<file path="src/rtl/mem_periph_pkg.sv">
// -----------------------------------------------------------------------------
// mem_periph_pkg
// Shared constants for the memory-mapped peripheral block:
//   - byte addresses of every peripheral register
//   - bit positions inside TCON
//   - reset values of all peripheral state
//   - word_addr(): strips the byte offset so decode ignores Address[1:0]
// -----------------------------------------------------------------------------
package mem_periph_pkg;

   localparam logic [31:0] ADDR_TH      = 32'h4000_0000;
   localparam logic [31:0] ADDR_TL      = 32'h4000_0004;
   localparam logic [31:0] ADDR_TCON    = 32'h4000_0008;
   localparam logic [31:0] ADDR_LED     = 32'h4000_000C;
   localparam logic [31:0] ADDR_SWITCH  = 32'h4000_0010;
   localparam logic [31:0] ADDR_DIGI    = 32'h4000_0014;
   localparam logic [31:0] ADDR_SYSTICK = 32'h4000_0018;

   localparam int TCON_EN = 0;   // timer enable
   localparam int TCON_IE = 1;   // interrupt enable
   localparam int TCON_IS = 2;   // interrupt status (sticky)

   localparam logic [31:0] TH_RST      = 32'h0000_0000;
   localparam logic [31:0] TL_RST      = 32'h0000_0000;
   localparam logic [2:0]  TCON_RST    = 3'b000;
   localparam logic [7:0]  LED_RST     = 8'h00;
   localparam logic [11:0] DIGI_RST    = 12'h000;
   localparam logic [31:0] SYSTICK_RST = 32'h0000_0000;

   function automatic logic [29:0] word_addr(input logic [31:0] byte_addr);
      return byte_addr[31:2];
   endfunction

endpackage

</file>
<file path="src/rtl/periph_timer.sv">
// -----------------------------------------------------------------------------
// periph_timer
// Reloading up-counter with sticky interrupt status.
//   clk, reset     : clock / asynchronous active-low reset
//   th_we, tl_we,
//   tcon_we        : bus write strobes (already qualified by decode)
//   wdata          : bus write data
//   th, tl         : reload value and running count
//   tcon           : {status, int enable, timer enable}
//   irqout         : interrupt request (status AND enable)
// -----------------------------------------------------------------------------
module periph_timer
   import mem_periph_pkg::*;
(
   input  logic        clk,
   input  logic        reset,
   input  logic        th_we,
   input  logic        tl_we,
   input  logic        tcon_we,
   input  logic [31:0] wdata,
   output logic [31:0] th,
   output logic [31:0] tl,
   output logic [2:0]  tcon,
   output logic        irqout
);

   logic        reload_s;
   logic        set_is_s;
   logic [31:0] tl_next_s;
   logic [2:0]  tcon_base_s;
   logic [2:0]  tcon_next_s;

   // Reload fires on the edge after the counter reaches all-ones.
   always_comb begin
      reload_s = tcon[TCON_EN] && (tl == 32'hFFFF_FFFF);
      set_is_s = reload_s && tcon[TCON_IE];
   end

   // Next count: software write beats reload, reload beats increment.
   // Reload uses the registered TH, so a TH write on the same edge is not seen.
   always_comb begin
      tl_next_s = tl;
      if (tl_we) begin
         tl_next_s = wdata;
      end else if (reload_s) begin
         tl_next_s = th;
      end else if (tcon[TCON_EN]) begin
         tl_next_s = tl + 32'd1;
      end else begin
         tl_next_s = tl;
      end
   end

   // Next TCON: the write updates all bits, but a coinciding reload can only
   // force status to 1, so a clear racing a new interrupt never loses it.
   always_comb begin
      tcon_base_s = tcon;
      if (tcon_we) begin
         tcon_base_s = wdata[2:0];
      end else begin
         tcon_base_s = tcon;
      end
      tcon_next_s = tcon_base_s | {set_is_s, 2'b00};
   end

   // Timer state registers.
   always_ff @(posedge clk or negedge reset) begin
      if (!reset) begin
         th   <= TH_RST;
         tl   <= TL_RST;
         tcon <= TCON_RST;
      end else begin
         if (th_we) begin
            th <= wdata;
         end
         tl   <= tl_next_s;
         tcon <= tcon_next_s;
      end
   end

   assign irqout = tcon[TCON_IE] & tcon[TCON_IS];

endmodule

</file>
<file path="src/rtl/mem_periph.sv">
// -----------------------------------------------------------------------------
// mem_periph
// MEM-stage peripheral block: address decode, LED / seven-segment registers,
// switch input, optional SYSTICK counter, and the periph_timer instance.
//   clk, reset           : clock / asynchronous active-low reset
//   MemRead, MemWrite    : MEM-stage strobes
//   Address, Write_data  : bus address / store data
//   Read_data            : combinational load data (0 on miss or no read)
//   switch               : board switches
//   led, digi            : LED and seven-segment registers
//   irqout               : timer interrupt request
// Build option: define MEM_PERIPH_SYSTICK_EN to include the free-running
// SYSTICK counter; without it, its address reads 0.
// -----------------------------------------------------------------------------
module mem_periph
   import mem_periph_pkg::*;
(
   input  logic        clk,
   input  logic        reset,
   input  logic        MemRead,
   input  logic        MemWrite,
   input  logic [31:0] Address,
   input  logic [31:0] Write_data,
   output logic [31:0] Read_data,
   input  logic [7:0]  switch,
   output logic [7:0]  led,
   output logic [11:0] digi,
   output logic        irqout
);

   logic [29:0] waddr_s;
   logic        unused_byte_sel_s;
   logic        th_we_s;
   logic        tl_we_s;
   logic        tcon_we_s;
   logic        led_we_s;
   logic        digi_we_s;
   logic [31:0] th_s;
   logic [31:0] tl_s;
   logic [2:0]  tcon_s;

   assign waddr_s           = Address[31:2];
   assign unused_byte_sel_s = ^Address[1:0];

   // Write strobes; read-only and unmapped addresses produce none.
   always_comb begin
      th_we_s   = MemWrite && (waddr_s == word_addr(ADDR_TH));
      tl_we_s   = MemWrite && (waddr_s == word_addr(ADDR_TL));
      tcon_we_s = MemWrite && (waddr_s == word_addr(ADDR_TCON));
      led_we_s  = MemWrite && (waddr_s == word_addr(ADDR_LED));
      digi_we_s = MemWrite && (waddr_s == word_addr(ADDR_DIGI));
   end

   periph_timer u_timer (
      .clk     (clk),
      .reset   (reset),
      .th_we   (th_we_s),
      .tl_we   (tl_we_s),
      .tcon_we (tcon_we_s),
      .wdata   (Write_data),
      .th      (th_s),
      .tl      (tl_s),
      .tcon    (tcon_s),
      .irqout  (irqout)
   );

   // LED and seven-segment registers.
   always_ff @(posedge clk or negedge reset) begin
      if (!reset) begin
         led  <= LED_RST;
         digi <= DIGI_RST;
      end else begin
         if (led_we_s) begin
            led <= Write_data[7:0];
         end
         if (digi_we_s) begin
            digi <= Write_data[11:0];
         end
      end
   end

`ifdef MEM_PERIPH_SYSTICK_EN
   logic [31:0] systick_r;

   // Free-running cycle counter, wraps naturally at 2^32.
   always_ff @(posedge clk or negedge reset) begin
      if (!reset) begin
         systick_r <= SYSTICK_RST;
      end else begin
         systick_r <= systick_r + 32'd1;
      end
   end
`endif

   // Load data mux; registers are zero-extended to 32 bits.
   always_comb begin
      Read_data = 32'h0000_0000;
      if (MemRead) begin
         case (waddr_s)
            word_addr(ADDR_TH):      Read_data = th_s;
            word_addr(ADDR_TL):      Read_data = tl_s;
            word_addr(ADDR_TCON):    Read_data = {29'd0, tcon_s};
            word_addr(ADDR_LED):     Read_data = {24'd0, led};
            word_addr(ADDR_SWITCH):  Read_data = {24'd0, switch};
            word_addr(ADDR_DIGI):    Read_data = {20'd0, digi};
`ifdef MEM_PERIPH_SYSTICK_EN
            word_addr(ADDR_SYSTICK): Read_data = systick_r;
`endif
            default:                 Read_data = 32'h0000_0000;
         endcase
      end else begin
         Read_data = 32'h0000_0000;
      end
   end

endmodule

</file>
<file path="config.mk">
export PLATFORM = sky130hd
export DESIGN_NAME = mem_periph
export DESIGN_NICKNAME = d
export VERILOG_FILES = /design/src/rtl/mem_periph_pkg.sv /design/src/rtl/periph_timer.sv /design/src/rtl/mem_periph.sv
export SDC_FILE = /design/constraint.sdc
export NUM_CORES = 1
export LEC_CHECK = 0
export CAP_MARGIN = 10
export CORE_MARGIN = 4
export CORE_UTILIZATION = 52
export CTS_BUF_LIST = sky130_fd_sc_hd__clkbuf_2
export CTS_CLUSTER_SIZE = 16
export DETAILED_ROUTE_END_ITERATION = 16
export PLACE_DENSITY = 0.9
export SLEW_MARGIN = 20
export SYNTH_ARGS = -nofsm -noshare
export SYNTH_HDL_FRONTEND = slang
export SYNTH_SLANG_ARGS = --single-unit
</file>
<file path="constraint.sdc">
create_clock -name clk -period 2.6 [get_ports clk]
set_clock_uncertainty 0.2 [all_clocks]
set_input_delay 0.39 -clock clk [delete_from_list [all_inputs] [get_ports clk]]
set_output_delay 0.39 -clock clk [all_outputs]
set_load 0.05 [all_outputs]
</file>
### Word level (Yosys, flattened, before mapping)

Cells that the tools add are included.
W data, S select, Z words.

* bits in registers: 87
* input bits: 76

* add/subtract/negate cells: 1
* equal/unequal tests: 7
* mux-type cells: 6
* bitwise operators: 2
* reductions and logical operators: 8

Operators by type and width (number)
* $pmux W32 S6: 1
* $eq A30 B29 Y1 const B: 6
* $mux W32: 4
* $add A32 B1 Y32 const B: 1
* $eq A32 B32 Y1 const B: 1
* $logic_and A1 B1 Y1: 7
* $mux W3: 1
* $or A3 B3 Y3: 1
* $reduce_bool A3 Y1: 1
* $and A1 B1 Y1: 1

### Logic depth before layout (Yosys ltp)

Gate-level depths: netlist of run 1.

* word-level depth: 4
* gate-level depth with buffers: 10
* depth with buffers taken out: 7

### By module

A second synthesis of run 1 with hierarchy kept.

* cells, all modules: 515
* area, all modules: 5350.1 µm²

Modules (own cells, without submodules)
* periph_timer: instances 1, cells an instance 341, area an instance 3602.2 µm², seq. area each 1676.6 µm²
* mem_periph: instances 1, cells an instance 174, area an instance 1747.9 µm², seq. area each 500.5 µm²

### Least setup slack after synthesis of run 1

Ideal clock, no wire load.

* path kind: input-to-output
* from: input port Address[17]
* to: output port Read_data[2]
* arrival time: 2.883 ns
* required time: 2.010 ns
* slack: -0.873 ns
* stages: 8
* buffers on the path: 2
* cell sequence: nor4_1 -> nand4_1 -> or2_1 -> buf_6 -> nor3_4 -> buf_2 -> nand2_1 -> a21boi_0

* word-level cells in the longest chain between the ends: 3

Ends and longest elaborated chain
* start: declaration: line mem_periph.sv:22 `input logic [31:0] Address,`
* $eq A30 B29 Y1: line mem_periph.sv:99 `case (waddr_s)`
* $pmux W32 S6 *: line mem_periph.sv:99
* $mux W32 *: line mem_periph.sv:98 `if (MemRead) begin`
* end: declaration: line mem_periph.sv:24 `output logic [31:0] Read_data,`

Every way passes the cells marked *; elsewhere a longest branch is shown, timed or not.

### Worst setup path in the final report of run 1

* from: input port Address[31]
* to: output port Read_data[12]

The elaborated chain is that of the path after synthesis.

==> results of run 1 <==
## metrics by stage
| step | hold slack [ns] | setup slack (ns) | cells | TNS, ns | power, mW |
|---|---|---|---|---|---|
| after CTS | 0.150 | -0.111 | 865 | -1.84 | 2.37 |
| after detailed placement | 0.206 | -0.498 | 840 | -35.51 | 1.62 |
| final | 0.122 | -0.190 | 879 | -4.48 | 2.41 |
| after floorplan | -0.106 | -0.0459 | 559 | -0.458 | 1.43 |
| after global routing | 0.150 | -0.286 | 879 | -7.62 | 2.46 |
| after global placement | 0.208 | -0.426 | 840 | -30.16 | 1.61 |
## final timing paths
path | from | endpoint | slack (ns) | depth (start not counted)
setup / recovery | Address[31] | Read_data[12] | -0.19 | 11
hold / removal | reset | u_timer.th[21]$_DFFE_PN0P_ | 0.12 | 2
setup reg to reg | u_timer.tl[1]$_DFFE_PN0P_ | u_timer.tl[14]$_DFFE_PN0P_ | -0.18 | 8
hold reg to reg | digi[1]$_DFFE_PN0P_ | digi[1]$_DFFE_PN0P_ | 0.38 | 1
max in group asynchronous | reset | u_timer.tl[1]$_DFFE_PN0P_ | 1.40 | 3
min in group clk | Write_data[27] | u_timer.tl[27]$_DFFE_PN0P_ | 0.19 | 3
## power groups by stage
stage / Combinational, mW / Clock (mW) / Sequential [mW]
floorplan: 0.0473 / 0 / 1.38
global placement: 0.234 / 0 / 1.38
detailed placement: 0.242 / 0 / 1.38
CTS: 0.243 / 0.772 / 1.36
global route: 0.265 / 0.842 / 1.36
finish: 0.251 / 0.800 / 1.36
## placed cells by master (no fill, tap or decap), types with 5 or more instances in the layout
cell type         n
nor2_1           27
clkdlybuf4s50_1  63
buf_6            15
xnor2_1          11
nand3_1          13
inv_1             7
a21oi_1          29
buf_12           46
nand2_1          39
nor2_4           26
a22oi_1           9
nor4_4            7
buf_4            57
o31ai_1           5
dfrtp_1          85
nor3_1            6
xor2_1            5
a22oi_2          20
buf_2            10
clkdlybuf4s15_1   5
mux2_1            6
mux2i_1          28
a21o_1            5
or3_1             7
a31oi_1           7
nand4_1          17
clkbuf_2          9
and4_1            7
mux2_2           34
and3_1            9
dlygate4sd2_1     5
mux2_4           20
o21ai_0          31
## sequential cells by signal, indices dropped and copies added, names as in the netlist
name          count
led               8
digi             12
u_timer.tl       32
u_timer.th       32
u_timer.tcon      3
## cell type report
class	instances	area [sq um]	share of cell area, %
well taps	136	170	2.01
flip-flops and latches	87	2180	25.7
multi-input cells	424	3500	41.2
inverters	7	26.3	0.310
repair buffers	211	2480	29.3
clock inverters	5	75.1	0.886
clock buffers	9	45.0	0.531
## logic make-up after synthesis
kind of cell,Yosys count
and+or+nand+nor,193
AOI/OAI and AO/OA,126
muxes,88
DFF,87
buffers and inverters,48
xor gates and xnor gates,16
adders and majority gates,1
## repair_timing
item / in CTS / in global routing
gates resized for setup: 129 / 20
pin swaps: 20 / 25
setup endpoints to repair: 32 / 51
hold buffers: 1 / 0
setup buffers: 7 / 12
cloned: 3 / 4
hold endpoints to repair: 40 / 0
## routing by layer
layer	up-vias	global-route usage (%)	share of wire (%)
met2	540	55.2	48
li1	2425	-	-
met4	0	15.3	6.6
met1	2900	39.2	34
met3	188	6.93	11
met5	-	0	0
## critical path, cell delays in order
cell and delay (ns):
clkdlybuf4s15_1 0.21, nor4_4 0.16, nand4_1 0.17, buf_4 0.18, buf_6 0.11, nor2_4 0.08, buf_6 0.14, nand3_4 0.21
buf_16 0.25, nor2_4 0.15, buf_12 0.15
==> flow_metrics.env, run 1 <==
export IMPL_p_switching_mw=0.616
export IMPL_finalInstanceArea_sq_um=8480
export IMPL_arrival_ns=2.20
export IMPL_synth_compound_area_share_pct=14.7
export IMPL_coreArea_sq_um=10300
export IMPL_htreeDepth=3
export IMPL_synth_distinct_cells=54
export IMPL_synth_top_flop_cell="dfrtp_1"
export IMPL_endpoint_kind="output port"
export IMPL_synth_edf_count=0
export IMPL_synth_top_area_share_pct=40.0
export IMPL_critPathMaxFanout=5
export IMPL_yosys_area_share_simple_pct=19.1
export IMPL_area_growth_pct=55.9
export IMPL_yosysTopAreaCell="dfrtp_1"
export IMPL_setup_viol=33
export IMPL_cp_start_kind="primary input"
export IMPL_portBuffers=126
export IMPL_cap_viol_max_count=0
export IMPL_violations="negative setup slack"
export IMPL_fin_util_pct=82.5
export IMPL_wire_per_inst_microns=24.9
export IMPL_die_x_microns=110
export IMPL_vias=6053
export IMPL_dpl_instance_area_sq_um=7900
export IMPL_seqPwrFrac_pct=56.3
export IMPL_holdCritPathClass="primary input to asynchronous set/reset pin"
export IMPL_nets=817
export IMPL_synth_common_cells="dfrtp_1, nor2_1, nand2_1"
export IMPL_die_area_sq_um=12200
export IMPL_clock_latency_ns=0.56
export IMPL_max_clock_freq_mhz=358
export IMPL_p_leak_nw=3.49
export IMPL_synth_xor_area_share_pct=2.58
export IMPL_syn_num_nets=636
export IMPL_grt_max_degree=48
export IMPL_timing_final_crit_share_pct=107
export IMPL_wl_microns=21900
export IMPL_synth_top_family_by_area="simple AND/OR/NAND/NOR gates"
export IMPL_ant_nets=0
export IMPL_worstMarginPinSlew_ns=0.561
export IMPL_clkSinkCount=87
export IMPL_cts_made_buffers=9
export IMPL_initial_core_util_pct=52.9
export IMPL_antenna_cells=0
export IMPL_first_pass_iters=7
export IMPL_yosysMostFrequentCell="dfrtp_1"
export IMPL_row_count=37
export IMPL_grt_pass1_wl_microns=30400
export IMPL_slew_headroom_pct=62.6
export IMPL_synthTopCellsByArea="dfrtp_1, mux2_2, mux2_4"
export IMPL_synth_warnings=0
export IMPL_syn_avg_cell_area_sq_um=9.73
export IMPL_synth_seq_cells=87
export IMPL_die_h_microns=110
export IMPL_io_pins=129
export IMPL_vdd_ir_drop_max_mv=0.266
export IMPL_globalplace_congestion=0.958
export IMPL_synthCells=559
export IMPL_drive_gt1_share_pct=38.0
export IMPL_yosysSeqAreaShare_pct=40.0
export IMPL_required_ns=2.01
export IMPL_drtIter0Drc=679
export IMPL_cts_tree="done"
export IMPL_status="finished with violations"
export IMPL_internal_power_mw=1.79
export IMPL_clock_path_buffers=2
export IMPL_drcViolationCount=0
export IMPL_hold_violations=0
export IMPL_synthArstFlopShare_pct=100
export IMPL_grt_overflow=0
export IMPL_layout_setup_ws_ns=-0.190
export IMPL_clkSlewWorstSetupHoldPaths_ns=0.25
export IMPL_fin_crit_ns=2.79
export IMPL_power_frac_comb_pct=10.4
export IMPL_switching_share_pct=25.6
export IMPL_root_buffer="clkbuf_2"
export IMPL_pwr_density_cell_nw_per_um2=284
export IMPL_antenna_found_initial=0
export IMPL_final_max_slew_viol_count=0
export IMPL_dp_hpwl_microns=12800
export IMPL_syn_area_sq_um=5440
export IMPL_path_class="primary input to output port"
export IMPL_grt_pass1_vias=5941
export IMPL_fill_cells=511
export IMPL_rsz0062_at_grt="true"
export IMPL_via_per_inst=6.89
export IMPL_clockPowerShare_pct=33.2
export IMPL_synth_adder_area_share_pct=0.230
export IMPL_track_usage_pct=32.4
export IMPL_yosys_mux_area_fraction_pct=19.0
(Power assumes the default switching activity.)
==> inputs of run 2 (changes only) <==
--- a/config.mk
+++ b/config.mk
@@ -7,11 +7,11 @@
 export LEC_CHECK = 0
 export CAP_MARGIN = 10
 export CORE_MARGIN = 4
-export CORE_UTILIZATION = 52
+export CORE_UTILIZATION = 34
 export CTS_BUF_LIST = sky130_fd_sc_hd__clkbuf_2
 export CTS_CLUSTER_SIZE = 16
 export DETAILED_ROUTE_END_ITERATION = 16
-export PLACE_DENSITY = 0.9
+export PLACE_DENSITY = 0.65
 export SLEW_MARGIN = 20
 export SYNTH_ARGS = -nofsm -noshare
 export SYNTH_HDL_FRONTEND = slang
==> flow_metrics.env, run 2 (same netlist as run 1, synthesis figures left out) <==
export IMPL_grt_max_degree=47
export IMPL_cp_start_kind="primary input"
export IMPL_antenna_cells=0
export IMPL_nets=817
export IMPL_first_pass_iters=6
export IMPL_violations="negative setup slack"
export IMPL_multi_input_area_sq_um=3550
export IMPL_drtIter0Drc=428
export IMPL_coreArea_sq_um=15400
export IMPL_io_pins=129
export IMPL_clock_latency_ns=0.60
export IMPL_cts_made_buffers=9
export IMPL_grt_pass1_vias=5621
export IMPL_die_area_sq_um=18100
export IMPL_cts_tree="done"
export IMPL_fin_crit_ns=2.65
export IMPL_vdd_ir_drop_max_mv=0.226
export IMPL_arrival_ns=2.06
export IMPL_fill_cells=1328
export IMPL_antenna_found_initial=1
export IMPL_wire_per_inst_microns=19.0
export IMPL_portBuffers=126
export IMPL_track_usage_pct=20.3
export IMPL_globalplace_congestion=0.882
export IMPL_initial_core_util_pct=35.3
export IMPL_r2r_cells=8
export IMPL_final_max_slew_viol_count=0
export IMPL_largestRegisters="u_timer.th: 32 flops, u_timer.tl: 32 flops, digi: 12 flops"
export IMPL_slew_headroom_pct=62.7
export IMPL_final_seq_area_sq_um=2180
export IMPL_clock_path_buffers=2
export IMPL_root_buffer="clkbuf_2"
export IMPL_drive_gt1_share_pct=39.1
export IMPL_die_h_microns=134
export IMPL_status="finished with violations"
export IMPL_critPathMaxFanout=8
export IMPL_area_growth_pct=57.1
export IMPL_dp_hpwl_microns=13000
export IMPL_vias=5167
export IMPL_grt_pass1_wl_microns=29200
export IMPL_hold_violations=0
export IMPL_clkSinkCount=87
export IMPL_path_buf_inv=4
export IMPL_holdCritPathClass="primary input to asynchronous set/reset pin"
export IMPL_wl_microns=18200
export IMPL_mostFrequentLayoutCell="dfrtp_1"
export IMPL_fin_total_pwr_mw=2.21
export IMPL_max_clock_freq_mhz=378
export IMPL_via_per_inst=5.40
export IMPL_ant_nets=0
export IMPL_clkSlewWorstSetupHoldPaths_ns=0.23
export IMPL_timing_final_crit_share_pct=102
export IMPL_die_x_microns=134
export IMPL_htreeDepth=3
export IMPL_cp_depth=10
export IMPL_p_leak_nw=3.47
export IMPL_worstMarginPinSlew_ns=0.560
export IMPL_path_delay_family="simple AND/OR/NAND/NOR gates"
export IMPL_path_cells="buf_6, nor4_4, nand4_1, or2_4, nor4_4, buf_6, buf_12, a22oi_2, nor2_4, buf_12"
export IMPL_rsz0062_at_grt="true"
export IMPL_required_ns=2.01
export IMPL_cap_viol_max_count=0
export IMPL_row_count=45
export IMPL_grt_overflow=0
export IMPL_fin_util_pct=55.4
export IMPL_drcViolationCount=0
export IMPL_layout_setup_ws_ns=-0.0478
export IMPL_crit_path_max_incr_delay_ns=0.28
export IMPL_pwr_density_cell_nw_per_um2=258
export IMPL_critPathSlowestCell="or2_4"
export IMPL_layout_common_cells="dfrtp_1, clkdlybuf4s50_1, buf_4, buf_12, nand2_1"
export IMPL_endpoint_kind="output port"
export IMPL_path_class="primary input to output port"
export IMPL_setup_viol=20
-- run 2: changes by cell type in the layout (fill, tap and decap cells not counted), sizes merged --
cell           change
bufinv             -2
dlymetal6s2s       +1
clkdlybuf4s50      -1
clkbuf             +4
bufbuf             +2
clkinv             -1
dlygate4sd2        -1
-- run 2: report_power, final --
part	switching, mW	total, mW	internal, mW
Sequential	0.0000749	1.36	1.36
Clock	0.454	0.594	0.141
Combinational	0.114	0.257	0.143
-- run 2: worst register-to-register path: stages, from the launching register on --
cell and delay, ns:
dfrtp_2 0.48, ha_1 0.25, and4_1 0.23, and2_1 0.28, buf_4 0.20, and3_1 0.22
buf_4 0.17, a21oi_1 0.07, o31ai_1 0.26
-- run 2: per-layer routing --
layer | GRT usage [%] | vias up | wire length [microns] | share of wire [%]
met5 | 0 | - | 20 | 0.11
met4 | 7.30 | 2 | 489 | 2.7
met3 | 5.14 | 41 | 1060 | 5.8
met2 | 33.8 | 169 | 9020 | 50
met1 | 25.5 | 2520 | 7620 | 42
li1 | - | 2435 | - | -
-- run 2: what timing repair did --
action,in CTS,in global routing
setup endpoints to repair,33,45
gates resized for setup,125,36
hold buffers,1,0
endpoints found under the hold margin,79,0
buffers inserted,8,9
cloned,3,1
pin swaps,39,27
-- run 2: stage by stage --
stage	area [sq um]	instances	hold slack (ns)	setup slack [ns]	setup TNS [ns]
2_1_floorplan	5800	559	-0.106	-0.0459	-0.458
6_report	8550	956	0.0727	-0.0478	-0.665
4_1_cts	8330	946	0.0493	-0.118	-2.05
3_3_place_gp	8010	919	0.219	-0.421	-29.06
3_5_place_dp	8010	919	0.220	-0.510	-32.95
5_1_grt	8550	956	0.0609	-0.162	-3.27
-- run 2: final timing paths --
| kind | to | slack (ns) | start |
|---|---|---|---|
| max | Read_data[14] | -0.05 | Address[17] |
| min | digi[8]$_DFFE_PN0P_ | 0.07 | reset |
| max reg2reg | u_timer.tl[4]$_DFFE_PN0P_ | 0.16 | u_timer.tl[1]$_DFFE_PN0P_ |
| min reg2reg | led[1]$_DFFE_PN0P_ | 0.37 | led[1]$_DFFE_PN0P_ |
| max in group asynchronous | u_timer.tl[21]$_DFFE_PN0P_ | 1.45 | reset |
| min in group clk | u_timer.tl[13]$_DFFE_PN0P_ | 0.16 | Write_data[13] |
-- run 2: cell type report --
cell class / instances / share of cell area (%)
Timing Repair Buffer: 211 / 28.6
Tap cell: 211 / 3.09
Multi-Input combinational cell: 424 / 41.6
Clock inverter: 2 / 0.0878
Clock buffer: 14 / 0.820
Inverter: 7 / 0.307
Sequential cell: 87 / 25.5
==> inputs of run 3 (changes only) <==
--- a/config.mk
+++ b/config.mk
@@ -12,6 +12,7 @@
 export CTS_CLUSTER_SIZE = 16
 export DETAILED_ROUTE_END_ITERATION = 16
 export PLACE_DENSITY = 0.65
+export SKIP_CTS_REPAIR_TIMING = 1
 export SLEW_MARGIN = 20
 export SYNTH_ARGS = -nofsm -noshare
 export SYNTH_HDL_FRONTEND = slang
==> flow_metrics.env, run 3 (same netlist as run 1, synthesis figures left out) <==
export IMPL_nets=810
export IMPL_endpoint_kind="output port"
export IMPL_drcViolationCount=0
export IMPL_die_h_microns=134
export IMPL_fill_cells=1349
export IMPL_drive_gt1_share_pct=36.9
export IMPL_r2r_end="u_timer.tl[4]$_DFFE_PN0P_"
export IMPL_rrSetupSlack_ns=0.15
export IMPL_clkSlewWorstSetupHoldPaths_ns=0.23
export IMPL_hold_violations=0
export IMPL_path_delay_family="simple AND/OR/NAND/NOR gates"
export IMPL_path_class="primary input to output port"
export IMPL_grt_pass1_vias=5461
export IMPL_first_pass_iters=6
export IMPL_path_cells="clkbuf_2, nor4_4, nand4_1, or2_4, nor4_4, buf_6, buf_8, a22oi_2, nor2_4, buf_12"
export IMPL_final_max_slew_viol_count=0
export IMPL_cts_tree="done"
export IMPL_die_x_microns=134
export IMPL_clock_latency_ns=0.59
export IMPL_violations="negative setup slack"
export IMPL_slew_headroom_pct=62.2
export IMPL_required_ns=2.01
export IMPL_holdCritPathClass="primary input to asynchronous set/reset pin"
export IMPL_drtIter0Drc=402
export IMPL_via_per_inst=5.46
export IMPL_mostFrequentLayoutCell="dfrtp_1"
export IMPL_timing_final_crit_share_pct=105
export IMPL_fin_total_pwr_mw=2.19
export IMPL_grt_overflow=0
export IMPL_cp_start_kind="primary input"
export IMPL_root_buffer="clkbuf_2"
export IMPL_vias=5186
export IMPL_crit_path_max_incr_delay_ns=0.31
export IMPL_row_count=45
export IMPL_cap_viol_max_count=0
export IMPL_initial_core_util_pct=35.3
export IMPL_clock_path_buffers=2
export IMPL_setup_viol=21
export IMPL_ant_nets=0
export IMPL_p_leak_nw=3.56
export IMPL_antenna_cells=0
export IMPL_layout_common_cells="dfrtp_1, clkdlybuf4s50_1, buf_4, buf_12, nand2_1"
export IMPL_critPathSlowestCell="or2_4"
export IMPL_clkSinkCount=87
export IMPL_portBuffers=126
export IMPL_wl_microns=18100
export IMPL_largestRegisters="u_timer.th: 32 flops, u_timer.tl: 32 flops, digi: 12 flops"
export IMPL_fin_crit_ns=2.74
export IMPL_grt_max_degree=47
export IMPL_pwr_density_cell_nw_per_um2=259
export IMPL_layout_setup_ws_ns=-0.135
export IMPL_wire_per_inst_microns=19.1
export IMPL_rsz0062_at_grt="true"
export IMPL_track_usage_pct=19.4
export IMPL_io_pins=129
export IMPL_fin_util_pct=54.9
export IMPL_max_clock_freq_mhz=366
export IMPL_area_growth_pct=55.6
export IMPL_coreArea_sq_um=15400
export IMPL_cpMostUsedCell="nor4_4"
export IMPL_vdd_ir_drop_max_mv=0.226
export IMPL_r2r_start="u_timer.tl[1]$_DFFE_PN0P_"
export IMPL_die_area_sq_um=18100
export IMPL_pre_cts_slack_ns=-0.510
export IMPL_cp_depth=10
export IMPL_path_buf_inv=4
export IMPL_arrival_ns=2.15
export IMPL_globalplace_congestion=0.882
export IMPL_critPathMaxFanout=6
export IMPL_grt_pass1_wl_microns=28100
export IMPL_r2r_cells=8
export IMPL_status="finished with violations"
export IMPL_setup_tns_ns=-2.26
export IMPL_htreeDepth=3
export IMPL_worstMarginPinSlew_ns=0.567
export IMPL_antenna_found_initial=1
export IMPL_cts_made_buffers=9
export IMPL_dp_hpwl_microns=13000
## run 3: final cells by class
type | count | area, sq um | area share, %
clock buffer | 14 | 70.1 | 0.828
clock inverter | 2 | 7.51 | 0.0887
inverter | 7 | 26.3 | 0.310
multi-input combinational | 424 | 3510 | 41.5
sequential | 87 | 2180 | 25.8
tap | 211 | 264 | 3.12
timing repair buffer | 204 | 2400 | 28.4
## run 3: worst max-delay path by stage
stage	from	endpoint
4_1_cts	Address[9]	Read_data[24]
5_1_grt	Address[31]	Read_data[31]
2_1_floorplan	Address[9]	Read_data[2]
3_3_place_gp	Address[9]	Read_data[28]
3_5_place_dp	Address[9]	Read_data[24]
6_report	Address[13]	Read_data[31]
## run 3: per-stage QoR
| stage | std cells | area, sq um | hold WS, ns |
|---|---|---|---|
| 3_3_place_gp | 919 | 8010 | 0.219 |
| 4_1_cts | 935 | 8090 | -0.491 |
| 2_1_floorplan | 559 | 5800 | -0.106 |
| 6_report | 949 | 8460 | 0.0851 |
| 3_5_place_dp | 919 | 8010 | 0.220 |
| 5_1_grt | 949 | 8460 | 0.0599 |
## run 3: where the power goes
group / internal [mW] / total [mW] / switching, mW
Clock: 0.141 / 0.590 / 0.449
Combinational: 0.137 / 0.246 / 0.110
Sequential: 1.36 / 1.36 / 0.0000752
## run 3: routing by layer
layer	track usage (%)	routed length, microns	share of wire [%]
met5	0	20	0.11
met3	5.03	969	5.4
met2	32.8	9030	50
met1	24.5	7820	43
met4	5.83	252	1.4
